==> src/rtl/lcd_tx_queue_pkg.sv <==
// Shared LCD queue definitions: entry layout, FSM states, entry unpack helper.
// Latency: n/a (types and constants only).
// Backpressure: n/a.
package lcd_tx_queue_pkg;

    // One queued LCD entry is {CMDn/DATA, byte}.
    localparam int ENTRY_W = 9;
    localparam int DC_BIT  = 8;

    typedef enum logic [1:0] {
        ST_IDLE = 2'd0,
        ST_ACK  = 2'd1,
        ST_BUSY = 2'd2,
        ST_GAP  = 2'd3
    } tx_state_e;

    typedef struct packed {
        logic       dc;
        logic [7:0] dat;
    } lcd_entry_t;

    // Split a raw FIFO word into its DC flag and payload byte.
    function automatic lcd_entry_t to_entry(logic [ENTRY_W-1:0] raw);
        lcd_entry_t e;
        e.dc  = raw[DC_BIT];
        e.dat = raw[7:0];
        return e;
    endfunction

endpackage

==> src/rtl/lcd_tx_queue_fifo.sv <==
// Synchronous FIFO with registered pointers, level count, flush and sticky overflow.
// Latency: a push is visible on empty/level/head the cycle after it is written.
// Backpressure: pushes while full are dropped and flagged; a pop in the same cycle does not make room.
module lcd_tx_queue_fifo #(
    parameter int WIDTH      = 9,
    parameter int DEPTH_LOG2 = 4
) (
    input  logic                  clk_i,
    input  logic                  rst_i,
    input  logic                  push_i,
    input  logic [WIDTH-1:0]      push_data_i,
    input  logic                  pop_i,
    input  logic                  flush_i,
    output logic [WIDTH-1:0]      head_o,
    output logic                  full_o,
    output logic                  empty_o,
    output logic [DEPTH_LOG2:0]   level_o,
    output logic                  overflow_o
);

    localparam int DEPTH = 1 << DEPTH_LOG2;
    localparam logic [DEPTH_LOG2:0] LEVEL_FULL = (DEPTH_LOG2 + 1)'(DEPTH);

    logic [WIDTH-1:0]      mem_q [DEPTH];
    logic [DEPTH_LOG2-1:0] wr_ptr_q, wr_ptr_d;
    logic [DEPTH_LOG2-1:0] rd_ptr_q, rd_ptr_d;
    logic [DEPTH_LOG2:0]   level_q, level_d;
    logic                  ovf_q, ovf_d;
    logic                  full, empty;
    logic                  push_ok, pop_ok;

    assign full  = (level_q == LEVEL_FULL);
    assign empty = (level_q == '0);

    // Fullness is judged on the registered level, so a same-cycle pop never admits a push.
    assign push_ok = push_i && !full  && !flush_i;
    assign pop_ok  = pop_i  && !empty && !flush_i;

    // Next-state for pointers, level and the sticky overflow flag.
    always_comb begin
        wr_ptr_d = wr_ptr_q;
        rd_ptr_d = rd_ptr_q;
        level_d  = level_q;
        ovf_d    = ovf_q;
        if (flush_i) begin
            wr_ptr_d = '0;
            rd_ptr_d = '0;
            level_d  = '0;
            ovf_d    = 1'b0;
        end else begin
            if (push_ok) begin
                wr_ptr_d = wr_ptr_q + 1'b1;
            end
            if (pop_ok) begin
                rd_ptr_d = rd_ptr_q + 1'b1;
            end
            if (push_i && full) begin
                ovf_d = 1'b1;
            end
            unique case ({push_ok, pop_ok})
                2'b10:   level_d = level_q + 1'b1;
                2'b01:   level_d = level_q - 1'b1;
                default: level_d = level_q;
            endcase
        end
    end

    // Pointer, level and flag registers.
    always_ff @(posedge clk_i) begin
        if (rst_i) begin
            wr_ptr_q <= '0;
            rd_ptr_q <= '0;
            level_q  <= '0;
            ovf_q    <= 1'b0;
        end else begin
            wr_ptr_q <= wr_ptr_d;
            rd_ptr_q <= rd_ptr_d;
            level_q  <= level_d;
            ovf_q    <= ovf_d;
        end
    end

    // Storage array; contents need no reset because level gates every read.
    always_ff @(posedge clk_i) begin
        if (push_ok) begin
            mem_q[wr_ptr_q] <= push_data_i;
        end
    end

    assign head_o     = mem_q[rd_ptr_q];
    assign full_o     = full;
    assign empty_o    = empty;
    assign level_o    = level_q;
    assign overflow_o = ovf_q;

endmodule

==> src/rtl/lcd_tx_queue.sv <==
// LCD entry queue feeding the SPI byte engine via start/busy, with inter-byte gap and drain irq.
// Latency: push into an empty idle queue at cycle N gives o_tx_start at N+2.
// Backpressure: engine stalls via i_tx_busy; queue overflow drops the push and sets o_overflow.
module lcd_tx_queue
    import lcd_tx_queue_pkg::*;
#(
    parameter int DEPTH_LOG2  = 4,
    parameter int GAP_CYCLES  = 2,
    parameter int ACK_TIMEOUT = 64
) (
    input  logic                  i_sysclk,
    input  logic                  i_sysrst,
    input  logic                  i_wr_en,
    input  logic [8:0]            i_wr_data,
    input  logic                  i_flush,
    input  logic                  i_irq_clr,
    output logic                  o_full,
    output logic                  o_empty,
    output logic [DEPTH_LOG2:0]   o_level,
    output logic                  o_overflow,
    output logic                  o_tx_start,
    output logic                  o_tx_dc,
    output logic [7:0]            o_tx_byte,
    input  logic                  i_tx_busy,
    output logic                  o_irq,
    output logic                  o_err
);

    // One counter serves both the ack timeout and the gap, so size it for the larger.
    localparam int CNT_MAX = (ACK_TIMEOUT > GAP_CYCLES) ? ACK_TIMEOUT : GAP_CYCLES;
    localparam int CNT_W   = $clog2(CNT_MAX + 1);
    localparam logic [CNT_W-1:0] ACK_LIMIT = CNT_W'(ACK_TIMEOUT);
    localparam logic [CNT_W-1:0] GAP_LAST  = CNT_W'(GAP_CYCLES - 1);

    tx_state_e          state_q, state_d;
    logic [CNT_W-1:0]   cnt_q, cnt_d;
    logic               start_q, start_d;
    logic               dc_q, dc_d;
    logic [7:0]         byte_q, byte_d;
    logic               irq_q, irq_d;
    logic               err_q, err_d;
    logic               irq_set, err_set;

    logic               fifo_pop;
    logic [ENTRY_W-1:0] fifo_head;
    logic               fifo_empty;
    lcd_entry_t         head;

    lcd_tx_queue_fifo #(
        .WIDTH      (ENTRY_W),
        .DEPTH_LOG2 (DEPTH_LOG2)
    ) u_fifo (
        .clk_i       (i_sysclk),
        .rst_i       (i_sysrst),
        .push_i      (i_wr_en),
        .push_data_i (i_wr_data),
        .pop_i       (fifo_pop),
        .flush_i     (i_flush),
        .head_o      (fifo_head),
        .full_o      (o_full),
        .empty_o     (fifo_empty),
        .level_o     (o_level),
        .overflow_o  (o_overflow)
    );

    assign head = to_entry(fifo_head);

    // Drain FSM: issue head, wait for engine ack, wait for engine done, then hold off for the gap.
    always_comb begin
        state_d  = state_q;
        cnt_d    = cnt_q;
        start_d  = 1'b0;
        dc_d     = dc_q;
        byte_d   = byte_q;
        fifo_pop = 1'b0;
        irq_set  = 1'b0;
        err_set  = 1'b0;
        unique case (state_q)
            ST_IDLE: begin
                // A flush this cycle discards the head too, so nothing is issued.
                if (!fifo_empty && !i_flush) begin
                    fifo_pop = 1'b1;
                    dc_d     = head.dc;
                    byte_d   = head.dat;
                    start_d  = 1'b1;
                    cnt_d    = '0;
                    state_d  = ST_ACK;
                end
            end
            ST_ACK: begin
                if (i_tx_busy) begin
                    state_d = ST_BUSY;
                end else if (cnt_q == ACK_LIMIT) begin
                    // Engine never acknowledged: give up on this byte and move on.
                    err_set = 1'b1;
                    cnt_d   = '0;
                    state_d = ST_GAP;
                end else begin
                    cnt_d = cnt_q + 1'b1;
                end
            end
            ST_BUSY: begin
                if (!i_tx_busy) begin
                    cnt_d   = '0;
                    state_d = ST_GAP;
                end
            end
            ST_GAP: begin
                if (cnt_q == GAP_LAST) begin
                    state_d = ST_IDLE;
                    irq_set = fifo_empty;
                end else begin
                    cnt_d = cnt_q + 1'b1;
                end
            end
            default: state_d = ST_IDLE;
        endcase
    end

    // Sticky flags: a set in the same cycle as a clear wins.
    always_comb begin
        irq_d = irq_set | (irq_q & ~i_irq_clr);
        err_d = err_set | (err_q & ~i_irq_clr);
    end

    // State, counter and registered engine-facing outputs.
    always_ff @(posedge i_sysclk) begin
        if (i_sysrst) begin
            state_q <= ST_IDLE;
            cnt_q   <= '0;
            start_q <= 1'b0;
            dc_q    <= 1'b0;
            byte_q  <= 8'h00;
            irq_q   <= 1'b0;
            err_q   <= 1'b0;
        end else begin
            state_q <= state_d;
            cnt_q   <= cnt_d;
            start_q <= start_d;
            dc_q    <= dc_d;
            byte_q  <= byte_d;
            irq_q   <= irq_d;
            err_q   <= err_d;
        end
    end

    assign o_empty    = fifo_empty;
    assign o_tx_start = start_q;
    assign o_tx_dc    = dc_q;
    assign o_tx_byte  = byte_q;
    assign o_irq      = irq_q;
    assign o_err      = err_q;

endmodule

==> config.mk <==
export PLATFORM = sky130hd
export DESIGN_NAME = lcd_tx_queue
export DESIGN_NICKNAME = d
export VERILOG_FILES = /design/src/rtl/lcd_tx_queue_pkg.sv /design/src/rtl/lcd_tx_queue_fifo.sv /design/src/rtl/lcd_tx_queue.sv
export SDC_FILE = /design/constraint.sdc
export NUM_CORES = 1
export LEC_CHECK = 0
export ABC_AREA = 1
export CAP_MARGIN = 20
export CORE_MARGIN = 3
export CORE_UTILIZATION = 40
export CTS_CLUSTER_DIAMETER = 30
export DETAILED_ROUTE_END_ITERATION = 16
export DONT_BUFFER_PORTS = 1
export PLACE_DENSITY = 0.65
export SYNTH_ARGS = -nofsm -noshare
export SYNTH_HDL_FRONTEND = slang
export SYNTH_SLANG_ARGS = --single-unit
==> constraint.sdc <==
create_clock -name i_sysclk -period 3.4 [get_ports i_sysclk]
set_input_delay 0.85 -clock i_sysclk [delete_from_list [all_inputs] [get_ports i_sysclk]]
set_output_delay 0.85 -clock i_sysclk [all_outputs]
set_load 0.02 [all_outputs]
==> results of run 1 <==
[critical path: cells and delay by family (launching register included)]
family	cells	cell delay [ns]
simple gates	7	0.76
fa+ha+maj	2	0.73
compound gates	3	0.49
flops	1	0.40
buf+inv	2	0.22
[kinds of logic (layout without fill, tap and decap cells)]
group | Yosys count | in the layout | synth area share
flops | 179 | 179 | 0.6438
simple gates | 406 | 406 | 0.2138
buf+inv | 76 | 85 | 0.04248
xor+xnor | 7 | 7 | 0.007855
compound gates | 89 | 89 | 0.06220
fa+ha+maj | 18 | 18 | 0.02982
[synthesized netlist by cell type]
master	count	area, um^2
xor2_1	6	52.55
buf_6	2	22.52
a21oi_1	24	120.1
nor2_4	2	22.52
inv_2	2	7.510
clkbuf_1	9	33.78
buf_1	2	7.510
nor3_1	1	5.000
buf_4	4	30.03
nor2_1	108	405.4
inv_1	41	153.9
nand3_1	78	390.4
buf_2	13	65.06
fa_1	1	20.02
edfxtp_1	144	4324
o21a_1	9	67.56
dfxtp_1	35	700.7
xnor2_1	1	8.760
nor2_2	1	6.260
o21ai_0	34	170.2
o21bai_1	2	15.01
nand4_1	4	25.02
nand2_1	209	784.5
nand3_2	3	30.03
a21boi_1	1	7.510
a2bb2oi_1	1	8.760
ha_1	17	212.7
a21o_1	1	7.510
clkinv_1	3	11.26
a211o_1	1	8.760
o21ai_1	16	80.08
[flip-flops by register name (all words and copies together) (netlist names)]
register and cells:
cnt_q 7, o_err 1, o_irq 1, o_tx_byte 8
o_tx_dc 1, o_tx_start 1, state_q 2, u_fifo.level_o 5
u_fifo.mem_q 144, u_fifo.overflow_o 1, u_fifo.rd_ptr_q 4, u_fifo.wr_ptr_q 4
[area by class of cell]
cell class	instances	share of cell area
Timing Repair Buffer	8	0.006952
Inverter	46	0.01999
Sequential cell	179	0.5820
Clock buffer	18	0.04968
Tap cell	260	0.03766
Clock inverter	13	0.02028
Multi-Input combinational cell	520	0.2835
[per-layer routing]
layer	global-route usage	wire [um]	vias to the layer above
met5	0	0	-
met4	0.06600	418	0
met3	0.03519	965	33
met2	0.2740	8591	165
met1	0.2408	8163	2534
li1	-	-	2601
[where the power goes]
part / leakage, nW / switching, mW / internal (mW) / total (mW)
registers: 1.58 / 0.0759 / 2.41 / 2.49
clock network: 0.288 / 0.856 / 1.17 / 2.02
logic: 1.35 / 0.339 / 0.158 / 0.497
[stage by stage]
| step | worst slack, ns | utilization |
|---|---|---|
| finish | 0.7195 | 0.4557 |
| detailed placement | 0.7231 | 0.4238 |
| global placement | 0.7608 | 0.4238 |
| floorplan | 0.7872 | - |
| global route | 0.5050 | 0.4557 |
| CTS | 0.7422 | 0.4557 |
[how the worst min path moves through the flow]
stage | slack, ns | cells after the start | endpoint
final | 0.48 | 1 | state_q[0]
after global routing | 0.45 | 1 | state_q[0]
after CTS | 0.46 | 1 | o_err
after detailed placement | 0.50 | 2 | cnt_q[5]
after global placement | 0.49 | 2 | cnt_q[1]
after floorplan | 0.47 | 2 | cnt_q[1]
==> qor.csv, run 1 <==
stage,metric,value,unit
timing,finClkSkew,0.008332,ns
setup_path,r2r_end,u_fifo.level_o[4],
clock_network,cts_buffers,17,
timing,worstMarginPinSlew,0.8682,ns
setup_path,crit_path_cell_trace,nor2_1 -> nand3_1 -> nand2_1 -> nor2_4 -> inv_1 -> ha_1 -> inv_1 -> fa_1 -> o21ai_0 -> a21o_1 -> nand2_1 -> nand2_1 -> nand2_1 -> a21oi_1,
global_route,grt_pass1_vias,5129,
setup_path,cpMaxStageDelayCell,fa_1,
timing,setup_tns,0,ns
setup_path,cp.required,3.76,ns
routing,drt_iter0_markers,571,
setup_path,ff2ff_path_depth,14,
final_layout,fin_area,8638,um^2
placement,placed_area,8034,um^2
setup_path,r2r_start,u_fifo.level_o[0],
global_route,grt_max_degree,77,
synth,ys_ff_latch,179,
clock_network,cts_tree,yes,
floorplan,initial_core_util,0.4117,
final_layout,area_growth,10.68,%
global_route,antenna_found_initial,0,
clock_network,numClockSinks,179,
routing,drcViolationCount,0,
clock_network,clkTransAtPathRegs,0.07,ns
placement,placedCellCount,1013,
pwr,vdd_drop_max,342.8,uV
clock_network,clk_latency,0.43,ns
global_route,overflow,0,
run,cap_violations,0,
setup_path,slowest_delay,0.41,ns
clock_network,htreeDepth,4,
timing,finalCriticalPeriod,2.681,ns
timing,fmax,0.3731,GHz
setup_path,crit_path_max_fanout,6,
routing,drt-total-wl,18.14,mm
pwr,power_density,579.7,nW/um^2
floorplan,io_pins,35,
pwr,p_leak,3.219,nW
final_layout,seq_area,5027,um^2
setup_path,worstPathArrival,3.05,ns
floorplan,die_area,21220,um^2
final_layout,drive_above_1_share,0.06122,
placement,dpl.hpwl,11.45,mm
setup_path,startpoint,u_fifo.level_o[0],
setup_path,rrSetupSlack,0.72,ns
timing,hold_viol,0,
routing,firstDrtPassIters,5,
clock_network,cts_hold_buf,0,
min_path,min_from,i_sysrst,
setup_path,cp-endpoint,u_fifo.level_o[4],
floorplan,die_x,145.7,um
setup_path,timing_worst_setup_path_type,reg -> reg,
setup_path,cpMostUsedCell,nand2_1,
floorplan,rows,50,
final_layout,final_common_cell,nand2_1,
synth,syn_nets,808,
final_layout,fillerInstances,1742,
clock_network,cts_root_buf,clkbuf_16,
synth,ys_types,31,
synth,syn_area,7805,um^2
final_layout,final_cell_mix,"nand2_1 (209), edfxtp_1 (144), nor2_1 (108), nand3_1 (78), inv_1 (41)",
min_path,hold_path_class,in -> reg,
clock_network,cts_resized,0,
final_layout,diodes,0,
timing,hold_ws,0.4777,ns
final_layout,fin_cells,1044,
final_layout,multiInputGateArea,2449,um^2
routing,wl_per_cell,17.37,um
run_status,status,completed,
synth,synth_warnings,0,
routing,ant_nets,0,
synth,ys_seq_area_frac,0.6438,
clock_network,post_cts_buffers,0,
pwr,power.total,5.007,mW
timing,slew_headroom,0.4191,
routing,via_per_inst,5.108,
setup_path,endpoint_kind,register,
synth,syn_area_per_cell,10.07,um^2
final_layout,nets,805,
placement,port_buffers,0,
timing,post-route-period-util,0.7884,
timing,setup_viol,0,
floorplan,coreArea,18960,um^2
setup_path,startpoint_type,register,
floorplan,chipHeight,145.7,um
global_route,track_usage,0.1746,
clock_network,clockBufferDepth,2,
routing,dr_total_vias,5333,
placement,gp_congestion,0.8388,
synth,synthCells,775,
global_route,grt_pass1_wl,28.50,mm
timing,rsz0062_at_grt,no,
timing,finalMaxSlewViolations,0,
(Power assumes the default switching activity.)
==> run 2, diff against run 1 <==
==> constraint.sdc (replaced) <==
create_clock -name i_sysclk -period 2.6 [get_ports i_sysclk]
set_input_delay 0.65 -clock i_sysclk [delete_from_list [all_inputs] [get_ports i_sysclk]]
set_output_delay 0.65 -clock i_sysclk [all_outputs]
set_load 0.02 [all_outputs]
==> run 2 against run 1 <==
  * Critical path depth is the same
  * Maximum frequency grew 13%
  * Clock-buffer cell count stayed put
  * Highest routed layer unchanged
  * Largest cell class unchanged
  * Sequential power increased by 30%
  * Register-to-register slack got worse by 0.50 ns
  * Critical endpoint unchanged
  * Largest power group unchanged
  * First-iteration DRC count down 24%
==> qor.csv, run 2 (same netlist as run 1, synthesis figures left out) <==
stage,metric,value,unit
setup_path,cpMaxStageDelayCell,fa_1,
global_route,grt_pass1_wl,27.99,mm
timing,finClkSkew,0.01071,ns
routing,drt_iter0_markers,434,
global_route,overflow,0,
pwr,vdd_drop_max,339.2,uV
setup_path,endpoint_kind,register,
clock_network,clkTransAtPathRegs,0.06,ns
final_layout,area_growth,12.55,%
timing,hold_ws,0.2832,ns
min_path,min_from,i_sysrst,
final_layout,diodes,0,
pwr,p_leak,3.341,nW
timing,setup_viol,0,
routing,dr_total_vias,5367,
global_route,antenna_found_initial,0,
timing,setup_tns,0,ns
routing,drt-total-wl,17.17,mm
floorplan,chipHeight,145.7,um
final_layout,nets,831,
clock_network,numClockSinks,179,
clock_network,cts_root_buf,clkbuf_16,
timing,post-route-period-util,0.9146,
setup_path,r2r_start,u_fifo.level_o[1],
timing,hold_viol,0,
routing,wl_per_cell,16.03,um
setup_path,startpoint_type,register,
final_layout,final_common_cell,nand2_1,
setup_path,cp_top_family,adder cells,
run_status,status,completed,
setup_path,crit_path_max_fanout,5,
timing,finalCriticalPeriod,2.378,ns
setup_path,worstPathArrival,2.73,ns
global_route,grt_max_degree,77,
pwr,power_density,715.2,nW/um^2
timing,slew_headroom,0.5447,
timing,finalMaxSlewViolations,0,
floorplan,io_pins,35,
global_route,track_usage,0.1664,
global_route,grt_pass1_vias,5327,
setup_path,cpMostUsedCell,nand2_1,
setup_path,startpoint,u_fifo.level_o[1],
routing,firstDrtPassIters,5,
routing,via_per_inst,5.011,
run,cap_violations,0,
timing,worstMarginPinSlew,0.6787,ns
clock_network,cts_buffers,17,
final_layout,largest_register,u_fifo.mem_q,
placement,dpl.hpwl,11.28,mm
final_layout,final_cell_mix,"nand2_1 (209), edfxtp_1 (144), nor2_1 (108), nand3_1 (78), inv_1 (41)",
placement,gp_congestion,0.7769,
routing,drcViolationCount,0,
floorplan,initial_core_util,0.4117,
clock_network,cts_hold_buf,0,
clock_network,cts_tree,yes,
setup_path,slowest_delay,0.40,ns
setup_path,cp.required,2.96,ns
routing,ant_nets,0,
floorplan,coreArea,18960,um^2
setup_path,timing_worst_setup_path_type,reg -> reg,
floorplan,rows,50,
clock_network,post_cts_buffers,0,
clock_network,htreeDepth,4,
clock_network,clockBufferDepth,2,
final_layout,fillerInstances,1744,
floorplan,die_x,145.7,um
setup_path,crit_path_cell_trace,nor2_1 -> nand3_1 -> nand2_1 -> nor2_4 -> inv_1 -> ha_2 -> inv_1 -> fa_1 -> o21ai_0 -> a21o_1 -> nand2_1 -> nand2_1 -> nand2_1 -> a21oi_1,
clock_network,cts_resized,0,
setup_path,cp_num_buf_inv,2,
floorplan,die_area,21220,um^2
placement,port_buffers,0,
timing,fmax,0.4205,GHz
min_path,hold_path_class,in -> reg,
clock_network,clk_latency,0.43,ns
final_layout,drive_above_1_share,0.09125,
timing,rsz0062_at_grt,no,
final_layout,largest_reg_flops,144,
run 2: final cells by class:
| cell class | count | area (um^2) | area share |
|---|---|---|---|
| Clock buffer | 18 | 429.2 | 0.04885 |
| Clock inverter | 14 | 111.4 | 0.01268 |
| Inverter | 46 | 172.7 | 0.01966 |
| Multi-Input combinational cell | 520 | 2451 | 0.2790 |
| Sequential cell | 179 | 5027 | 0.5723 |
| Tap cell | 260 | 325.3 | 0.03703 |
| Timing Repair Buffer | 34 | 267.8 | 0.03048 |
run 2: report_power, final:
group	internal [mW]	leakage, nW	switching [mW]
clock network	1.31	0.273	1.04
logic	0.228	1.49	0.466
registers	3.15	1.58	0.0828
run 2: worst paths after layout:
check / endpoint / depth (start not counted) / slack, ns
max: u_fifo.level_o[4] / 14 / 0.22
min: state_q[0] / 1 / 0.28
min reg2reg: cnt_q[1] / 2 / 0.50
max reg2reg: u_fifo.level_o[4] / 14 / 0.22
run 2: routing by layer:
metal  GRT usage  part of all wire  vias up
li1            -                 -     2658
met1      0.2114              0.44     2574
met2      0.2831              0.50      109
met3     0.03426             0.042       26
met4     0.05935             0.021        0
met5           0                 0        -
run 2: per-stage QoR:
step                      setup slack (ns)  std cells  cell area [um^2]    util  total power, mW
after floorplan                     0.1872        775              7805       -            3.803
after global placement              0.2025       1039              8242  0.4348            3.980
after detailed placement            0.1647       1039              8242  0.4348            3.993
after CTS                           0.1561       1071              8782  0.4633            6.323
after global routing              0.009412       1071              8785  0.4634            6.539
final                               0.2220       1071              8785  0.4634            6.283
==> run 3, diff against run 2 <==
--- a/config.mk
+++ b/config.mk
@@ -6,12 +6,13 @@
 export NUM_CORES = 1
 export LEC_CHECK = 0
 export ABC_AREA = 1
-export CAP_MARGIN = 20
 export CORE_MARGIN = 3
 export CORE_UTILIZATION = 40
 export CTS_CLUSTER_DIAMETER = 30
 export DETAILED_ROUTE_END_ITERATION = 16
 export DONT_BUFFER_PORTS = 1
+export GPL_ROUTABILITY_DRIVEN = 0
+export GPL_TIMING_DRIVEN = 0
 export PLACE_DENSITY = 0.65
 export SYNTH_ARGS = -nofsm -noshare
 export SYNTH_HDL_FRONTEND = slang
==> run 3 against run 2 <==
  * Routed wire length increased by 13%
  * Highest routed layer unchanged
  * Critical path depth decreased by 1
  * Non-clock buffer count decreased by 5
  * Global-route usage increased by 1.9 points
  * Critical endpoint unchanged
==> qor.csv, run 3 (same netlist as run 1, synthesis figures left out) <==
stage,metric,value,unit
run_status,status,completed,
final_layout,utilization,0.4623,
min_path,hold_path_class,in -> reg,
timing,rsz0062_at_grt,no,
clock_network,cts_root_buf,clkbuf_16,
timing,finClkSkew,0.01256,ns
clock_network,htreeDepth,4,
routing,dr_total_vias,5474,
pwr,internal-power,4.903,mW
timing,fmax,0.4148,GHz
routing,ant_nets,0,
setup_path,cpMaxStageDelayCell,fa_1,
setup_path,worstPathArrival,2.77,ns
pwr,power_frac_seq,0.495,
final_layout,final_cell_mix,"nand2_1 (208), edfxtp_1 (144), nor2_1 (106), nand3_1 (78), inv_1 (41)",
pwr,vdd_drop_max,556.0,uV
floorplan,rows,50,
final_layout,multiInputGateArea,2469,um^2
floorplan,chipHeight,145.7,um
floorplan,die_area,21220,um^2
setup_path,crit_path_cell_trace,inv_1 -> ha_1 -> nand3_2 -> clkinv_4 -> ha_4 -> inv_1 -> fa_1 -> o21ai_1 -> a21o_1 -> nand2_1 -> nand2_1 -> nand2_1 -> a21oi_1,
setup_path,endpoint_kind,register,
timing,post-route-period-util,0.9273,
final_layout,nets,826,
run,cap_violations,0,
floorplan,io_pins,35,
clock_network,numClockSinks,179,
global_route,grt_pass1_wl,29.92,mm
routing,firstDrtPassIters,5,
final_layout,seq_area,5031,um^2
pwr,p_leak,3.290,nW
timing,hold_viol,0,
pwr,power.total,6.572,mW
final_layout,largest_reg_flops,144,
setup_path,timing_worst_setup_path_type,reg -> reg,
final_layout,area_growth,12.28,%
global_route,antenna_found_initial,0,
timing,finalMaxSlewViolations,0,
pwr,p_sw_frac,0.2540,
placement,placed_area,8130,um^2
timing,finalCriticalPeriod,2.411,ns
final_layout,drive_above_1_share,0.08189,
pwr,switching_power,1.670,mW
timing,worstMarginPinSlew,0.8959,ns
global_route,overflow,0,
routing,wl_per_cell,18.17,um
global_route,track_usage,0.1855,
global_route,grt_pass1_vias,5188,
clock_network,cts_buffers,17,
routing,drt-total-wl,19.37,mm
final_layout,fillerInstances,1743,
placement,port_buffers,0,
setup_path,crit_path_max_fanout,14,
setup_path,slowest_delay,0.40,ns
pwr,clkPwrFrac,0.399,
routing,via_per_inst,5.135,
timing,slew_headroom,0.4005,
setup_path,cp.required,2.96,ns
clock_network,clockBufferDepth,2,
routing,drt_iter0_markers,583,
setup_path,cpMostUsedCell,nand2_1,
floorplan,initial_core_util,0.4117,
clock_network,clkTransAtPathRegs,0.07,ns
final_layout,largest_register,u_fifo.mem_q,
final_layout,fin_area,8763,um^2
pwr,comb_power_share,0.106,
floorplan,die_x,145.7,um
global_route,grt_max_degree,17,
floorplan,coreArea,18960,um^2
timing,setup_viol,0,
clock_network,clk_latency,0.44,ns
clock_network,cts_tree,yes,
clock_network,cts_hold_buf,0,
routing,drcViolationCount,0,
final_layout,final_common_cell,nand2_1,
final_layout,diodes,0,
placement,dpl.hpwl,12.98,mm
setup_path,startpoint_type,register,
pwr,power_density,750.0,nW/um^2
[run 3: repair_timing]
action	in CTS	in global routing
endpoints found under the setup margin	3	1
setup buffers	0	0
resized for setup	7	8
[run 3: worst paths after layout]
kind | endpoint | slack, ns | startpoint | depth (start not counted)
worst min register to register | cnt_q[1] | 0.51 | cnt_q[1] | 2
worst max-delay path | u_fifo.level_o[4] | 0.19 | state_q[0] | 13
worst min-delay path | o_err | 0.28 | i_sysrst | 1
worst max register to register | u_fifo.level_o[4] | 0.19 | state_q[0] | 13
[run 3: critical path, delay by kind of cell (launching register included)]
family | cells | cell delay [ns]
adder cells (fa/ha/maj) | 3 | 0.81
AO/OA/AOI/OAI | 3 | 0.44
flip-flops | 1 | 0.36
buffers and inverters | 3 | 0.36
AND/OR/NAND/NOR | 4 | 0.35
[run 3: metal layers]
layer / GRT usage / routed length [um]
met1: 0.2541 / 8569
met2: 0.2847 / 8774
met3: 0.03831 / 1264
met4: 0.08642 / 757
met5: 0 / 0
[run 3: cell type report]
cell class                 instances  share of cell area
buffer                            29             0.01756
clock buffer                      17             0.04854
clock inverter                    15             0.02070
inverter                          46             0.02027
multi-input combinational        520              0.2817
sequential                       179              0.5741
tap                              260             0.03712
[run 3: power groups by stage]
stage / Combinational [mW] / Sequential, mW / Clock [mW]
2_1_floorplan: 0.505 / 3.30 / 0
3_3_place_gp: 0.668 / 3.31 / 0
3_5_place_dp: 0.680 / 3.31 / 0
4_1_cts: 0.682 / 3.25 / 2.65
5_1_grt: 0.787 / 3.26 / 2.76
6_report: 0.698 / 3.25 / 2.62
[run 3: per-stage QoR]
stage	hold slack (ns)	instances	setup TNS [ns]	setup WS, ns
5_1_grt	0.2607	1066	0	0.001585
6_report	0.2795	1066	0	0.1891
3_3_place_gp	0.4927	1035	-0.2207	-0.2207
2_1_floorplan	0.4711	775	0	0.1872
4_1_cts	0.2673	1066	0	0.01951
3_5_place_dp	0.4982	1035	-0.3636	-0.3141
